### src/rtl/peripheral_ahb4_initiator.sv
// AHB4 (AHB-Lite) single-transfer initiator: valid/ready command stream in,
// one response per command out, with address/data phase overlap.
module peripheral_ahb4_initiator #(
   parameter int         XLEN      = 64,
   parameter int         PLEN      = 64,
   parameter logic [3:0] HPROT_VAL = 4'b0011
) (
   input  logic            HCLK,
   input  logic            HRESET,
   input  logic            cmd_valid,
   output logic            cmd_ready,
   input  logic [PLEN-1:0] cmd_addr,
   input  logic            cmd_write,
   input  logic [2:0]      cmd_size,
   input  logic [XLEN-1:0] cmd_wdata,
   output logic            rsp_valid,
   output logic [XLEN-1:0] rsp_rdata,
   output logic            rsp_error,
   output logic            HSEL,
   output logic [PLEN-1:0] HADDR,
   output logic [XLEN-1:0] HWDATA,
   input  logic [XLEN-1:0] HRDATA,
   output logic            HWRITE,
   output logic [2:0]      HSIZE,
   output logic [2:0]      HBURST,
   output logic [3:0]      HPROT,
   output logic [1:0]      HTRANS,
   output logic            HMASTLOCK,
   input  logic            HREADY,
   input  logic            HRESP
);

   typedef struct packed {
      logic            valid;
      logic            write;
      logic [2:0]      size;
      logic [PLEN-1:0] addr;
      logic [XLEN-1:0] wdata;
   } xfer_t;

   xfer_t           r_a;
   xfer_t           r_d;
   xfer_t           w_cmd;
   logic            r_cancel;
   logic            r_rsp_valid;
   logic [XLEN-1:0] r_rsp_rdata;
   logic            r_rsp_error;
   logic            w_err1;
   logic            w_adv;
   logic            w_done;
   logic            w_cmd_ready;

   assign w_cmd = '{valid: 1'b1, write: cmd_write, size: cmd_size,
                    addr: cmd_addr, wdata: cmd_wdata};

   // First ERROR cycle: the slave is still stalling but has flagged the error.
   assign w_err1      = r_d.valid && HRESP && !HREADY;
   assign w_adv       = r_a.valid && !r_cancel && HREADY;
   assign w_done      = r_d.valid && HREADY;
   assign w_cmd_ready = !HRESET && (!r_a.valid || (HREADY && !r_cancel && !w_err1));

   always_ff @(posedge HCLK) begin
      if (HRESET) begin
         r_a         <= '0;
         r_d         <= '0;
         r_cancel    <= 1'b0;
         r_rsp_valid <= 1'b0;
         r_rsp_rdata <= '0;
         r_rsp_error <= 1'b0;
      end else begin
         if (w_cmd_ready)
            r_a <= cmd_valid ? w_cmd : '0;
         // A cancelled address phase stays in A and is reissued next cycle.
         if (HREADY)
            r_d <= w_adv ? r_a : '0;
         if (w_err1)
            r_cancel <= 1'b1;
         else if (HREADY)
            r_cancel <= 1'b0;
         r_rsp_valid <= w_done;
         r_rsp_rdata <= (w_done && !r_d.write) ? HRDATA : '0;
         r_rsp_error <= w_done && HRESP;
      end
   end

   assign cmd_ready = w_cmd_ready;
   assign rsp_valid = r_rsp_valid;
   assign rsp_rdata = r_rsp_rdata;
   assign rsp_error = r_rsp_error;
   assign HSEL      = r_a.valid;
   assign HTRANS    = (r_a.valid && !r_cancel) ? 2'b10 : 2'b00;
   assign HADDR     = r_a.addr;
   assign HWRITE    = r_a.write;
   assign HSIZE     = r_a.size;
   assign HWDATA    = r_d.wdata;
   assign HBURST    = 3'b000;
   assign HPROT     = HPROT_VAL;
   assign HMASTLOCK = 1'b0;

endmodule
### config.mk
export PLATFORM = sky130hd
export DESIGN_NAME = peripheral_ahb4_initiator
export DESIGN_NICKNAME = d
export VERILOG_FILES = /design/src/rtl/peripheral_ahb4_initiator.sv
export SDC_FILE = /design/constraint.sdc
export NUM_CORES = 1
export LEC_CHECK = 0
export ABC_CLOCK_PERIOD_IN_PS = 2100
export CAP_MARGIN = 20
export CORE_UTILIZATION = 25
export CTS_BUF_LIST = sky130_fd_sc_hd__clkbuf_2
export CTS_CLUSTER_DIAMETER = 60
export DETAILED_ROUTE_END_ITERATION = 10
export PLACE_DENSITY = 0.59
export RECOVER_POWER = 25
export SYNTH_ARGS = -nofsm -noshare
export SYNTH_HDL_FRONTEND = slang
export SYNTH_SLANG_ARGS = --single-unit
### constraint.sdc
create_clock -name HCLK -period 2.1 [get_ports HCLK]
set_clock_uncertainty 0.05 [all_clocks]
set_input_delay 0.525 -clock HCLK [delete_from_list [all_inputs] [get_ports HCLK]]
set_output_delay 0.525 -clock HCLK [all_outputs]
set_load 0.01 [all_outputs]
* Word level (Yosys, flattened, before mapping)
Cells that the tools add are included.
Storage, ports and cells: bits in registers 266, input bits 201, output and inout port bits 210
Cells by class: mux-type cells 5, bitwise gates (word level) 1, reduce and logical (&&, ||, !) cells 19
Operators with widths (number):
- 2-to-1 mux 133 bit | 2
- logical AND 1 bit | 10
- logical NOT 1 bit | 6
- 2-to-1 mux 1 bit | 2
- 2-to-1 mux 2 bit | 1
- nonzero test 2 bit | 1
- OR reduction 2 bit | 1
- logical OR 1 bit | 1
- NOT 1 bit | 1

* Depth between registers and ports, before layout
depth after elaboration 6, mapped depth 6, depth with buffers taken out 3

* Least setup slack after synthesis
Ideal clock, no wire load.
path type input port to flip-flop, start point input port HRESET, end point register r_a (netlist bit HADDR[0]), setup time 0.117 ns, arrival time 1.537 ns, required time 1.933 ns, slack 0.396 ns, stages on the path 6, buffers on the path 4, path through buf_2 and3b_1 buf_2 buf_2 buf_2 a22o_1
On the way: word-level cells in the longest chain between the ends 2
RTL lines:
- from (decl) | line 9 | input logic HRESET,
- logical NOT 1 bit | line 60 | assign w_cmd_ready = !HRESET && (!r_a.valid || (HREADY && !r_cancel && !w_err1));
- logical AND 1 bit | line 60
- to (signal assigned) | line 72 | r_a <= cmd_valid ? w_cmd : '0;
- to (decl) | line 41 | xfer_t r_a;
Several ways; a longest one is shown, not always the timed one. A chain may end at the register's enable or synchronous reset.

* Final worst setup path
start point register r_cancel, end point output port cmd_ready
On the way: word-level cells in the longest chain between the ends 5
RTL lines:
- from (decl) | line 44 | logic r_cancel;
- from (signal assigned) | line 66 | r_cancel <= 1'b0;
- from (signal assigned) | line 77 | r_cancel <= 1'b1;
- from (signal assigned) | line 79 | r_cancel <= 1'b0;
- logical NOT 1 bit | line 60
- logical AND 1 bit (2 in series) | line 60
- logical OR 1 bit | line 60
- logical AND 1 bit | line 60
- to (decl) | line 11 | output logic cmd_ready,
Every way passes these cells.

==> key figures <==
Clock tree
  • TritonCTS clock tree: built
  • Clock slew at reported path FFs: 0.09 ns
  • H-tree depth: 3
  • Max clock buf depth: 3
  • CTS buffer count: 73
  • CTS Root Cell: clkbuf_2
  • Clk sinks: 266
  • Worst skew pair latency: 0.89 ns

Min path
  • Hold depth: 2
  • Hold Crit Start: HRDATA[51]
  • Hold Crit Endpoint: rsp_rdata[51]$_SDFF_PP0_
  • Min-Delay Path Class: in2reg

Timing
  • Final worst path period share: 1.050
  • Final slew viol count: 0
  • Setup slack after layout: -0.1045 ns
  • Worst slew pin tran: 0.9595 ns
  • TNS Setup: -0.1317 ns
  • Rel. slew slack: 0.3603
  • Hold slack: 0.1452 ns
  • Finish-stage setup viols: 2
  • Achievable frequency: 0.4536 GHz
  • RSZ-0062 raised after global routing: yes
  • Tmin final: 2.204 ns
  • Final hold vios: 0

Yosys
  • Dominant cell type by area after synthesis: dfxtp_1
  • Async set-reset flop share out of synthesis: 0
  • Synthesized area: 8866 sq um
  • Synth cell count leaders: dfxtp_1 (266), a22o_1 (197), buf_4 (149)
  • Avg Inst Size Synth: 12.05 sq um
  • EDFF count, synth: 0
  • #FFs+latches synth: 266
  • Cells after Synth: 736
  • Seq/Total Area, Yosys: 0.6006
  • Synth cell types: 20
  • Top_reg_cell synth: dfxtp_1
  • Top post-synthesis cells by area: dfxtp_1 (60%), a22o_1 (19%), buf_4 (13%), and2_1 (4.6%), buf_2 (1.2%)
  • Synth top area share: 0.6006
  • Warnings from Yosys: 0
  • Most frequent cell after synthesis: dfxtp_1

Critical path
  • Flop-to-flop setup slack: 0.25 ns
  • Max incr delay on CP: 0.34 ns
  • CP delay by family, top: flip-flops
  • Launching point of the worst reg2reg path: r_cancel$_SDFFE_PP0P_
  • Worst EP arrival: 1.63 ns
  • Crit start category: flip-flop
  • Slowest cell on the critical path: dfxtp_2
  • Cell Chain, Critical Path: nand2b_4 > a21oi_4 > buf_6
  • Data required time at the worst endpoint: 1.52 ns
  • Depth of the worst register-to-register path: 5
  • CP endpoint kind: primary output
  • Worst setup path class: reg2out
  • CP bufs+invs: 1
  • RR Endpoint: HWDATA[57]$_SDFFE_PP0P_
  • Crit Path Max Fanout: 3

Pwr
  • Power density cells: 768.1 nW/um^2
  • Total power draw: 9.699 mW
  • Switching part of the total: 0.2570
  • Peak VDD IR: 436.6 uV
  • Clk pwr share: 0.365
  • Leakage: 5.791 nW
  • Int Pwr: 7.207 mW
  • Sequential share of power: 0.543
  • Net Sw Power: 2.492 mW
  • Combinational Power Share: 0.092

GRT
  • Vias in the first global route: 6881
  • GRT Residual Overflow: 0
  • First-pass GRT wire length: 37840 um
  • Total track usage: 0.1358
  • Initial antenna violation count: 2
  • Largest net degree at the start of global routing: 65

Die
  • Full die area: 36220 sq um
  • Die Span Y: 190.3 um
  • Die X: 190.3 um
  • Core area: 34710 sq um
  • I/O pin total: 411
  • FP Rows: 68
  • Starting Density: 0.2554

Place
  • Port Buffers: 401
  • Placed cell count: 1434
  • Dpl cell area: 12550 sq um
  • Worst slack at placement: -0.4060 ns
  • Routability congestion estimate: 0.7236
  • DP HPWL: 17310 um

Routing
  • DRC violations left: 0
  • Routed wire length: 25070 um
  • Initial DRC Count: 169
  • Post-route ant nets: 0
  • DR WL/cell: 15.83 um
  • Via density: 4.203
  • DR pass1 iterations: 4
  • Vias: 6657

Status
  • Failing checks: negative setup slack
  • Status: finished, violations left

Layout
  • Nets: 1278
  • Filler cells: 3571
  • Multi-input gate area: 2308 sq um
  • Post-route cell area: 12630 sq um
  • Post-layout util: 0.3638
  • Non-Filler Instances: 1584
  • Synth-to-Final Area Change: 42.42%
  • Layout cells sized above 1: 0.4116
  • Sequential cell area: 5470 sq um

Run
  • Max-cap violations: 0
-- what timing repair did --
item                                    CTS  global route
endpoints found under the setup margin  201            19
cloned                                    0             0
hold endpoints to repair                 13             0
setup buffers                             8             2
hold buffers                             13             0
gates resized for setup                 929            19
pin swaps                                 1             0
-- final cells by class --
cell class | count | area share
Inverter | 1 | 0.0002973
Clock buffer | 105 | 0.04162
Tap cell | 455 | 0.04509
Antenna cell | 4 | 0.0007927
Multi-Input combinational cell | 286 | 0.1828
Sequential cell | 266 | 0.4332
Clock inverter | 18 | 0.007432
Timing Repair Buffer | 449 | 0.2887
-- layout by cell type (no fill, tap or decap), types with 2 or more instances in the layout --
cell / netlist / layout
a21oi_1: 3 / 2
a22o_1: 197 / 197
and2_0: 0 / 22
and2_1: 65 / 43
buf_12: 0 / 11
buf_2: 21 / 181
buf_4: 149 / 25
buf_6: 0 / 17
clkbuf_2: 0 / 106
clkdlybuf4s50_1: 0 / 200
clkinv_1: 0 / 16
conb_1: 2 / 9
dfxtp_1: 266 / 152
dfxtp_2: 0 / 113
diode_2: 0 / 4
dlygate4sd3_1: 0 / 13
nor2_1: 3 / 2
-- power groups by stage --
stage / registers (mW) / logic, mW / clock network (mW)
5_1_grt: 5.29 / 0.953 / 4.05
6_report: 5.27 / 0.891 / 3.54
2_1_floorplan: 5.36 / 0.377 / 0
4_1_cts: 5.27 / 0.893 / 3.75
3_5_place_dp: 5.38 / 0.933 / 0
3_3_place_gp: 5.37 / 0.929 / 0
-- flip-flops by register name (all words and copies together), names as in the netlist --
name and count:
HADDR 64, HSEL 1, HSIZE 3, HWDATA 64, HWRITE 1, r_a 64, r_cancel 1, r_d 2
rsp_error 1, rsp_rdata 64, rsp_valid 1
-- how the worst max path moves through the flow --
stage	start	to	slack, ns	depth (start not counted)
2_1_floorplan	HRESET	HADDR[0]$_SDFFE_PP0P_	0.40	6
3_3_place_gp	HREADY	cmd_ready	-0.41	4
3_5_place_dp	HREADY	cmd_ready	-0.41	4
4_1_cts	r_cancel$_SDFFE_PP0P_	cmd_ready	-0.30	3
5_1_grt	r_cancel$_SDFFE_PP0P_	cmd_ready	-0.32	3
6_report	r_cancel$_SDFFE_PP0P_	cmd_ready	-0.10	3
-- logic make-up after synthesis --
logic type / count (synthesis) / share of synthesized area
AO/OA/AOI/OAI: 202 / 0.1986
buffers and inverters: 191 / 0.1469
flip-flops: 266 / 0.6006
other: 2 / 0.0008471
AND/OR/NAND/NOR: 75 / 0.05306
-- layer usage --
metal | vias up | GRT usage | wire length (um)
met4 | 0 | 0.06462 | 650
met5 | - | 0 | 0
met3 | 52 | 0.06128 | 2521
met2 | 318 | 0.2239 | 11940
li1 | 3178 | - | -
met1 | 3109 | 0.1477 | 9955
No activity file was read; power rests on OpenSTA's default activity.
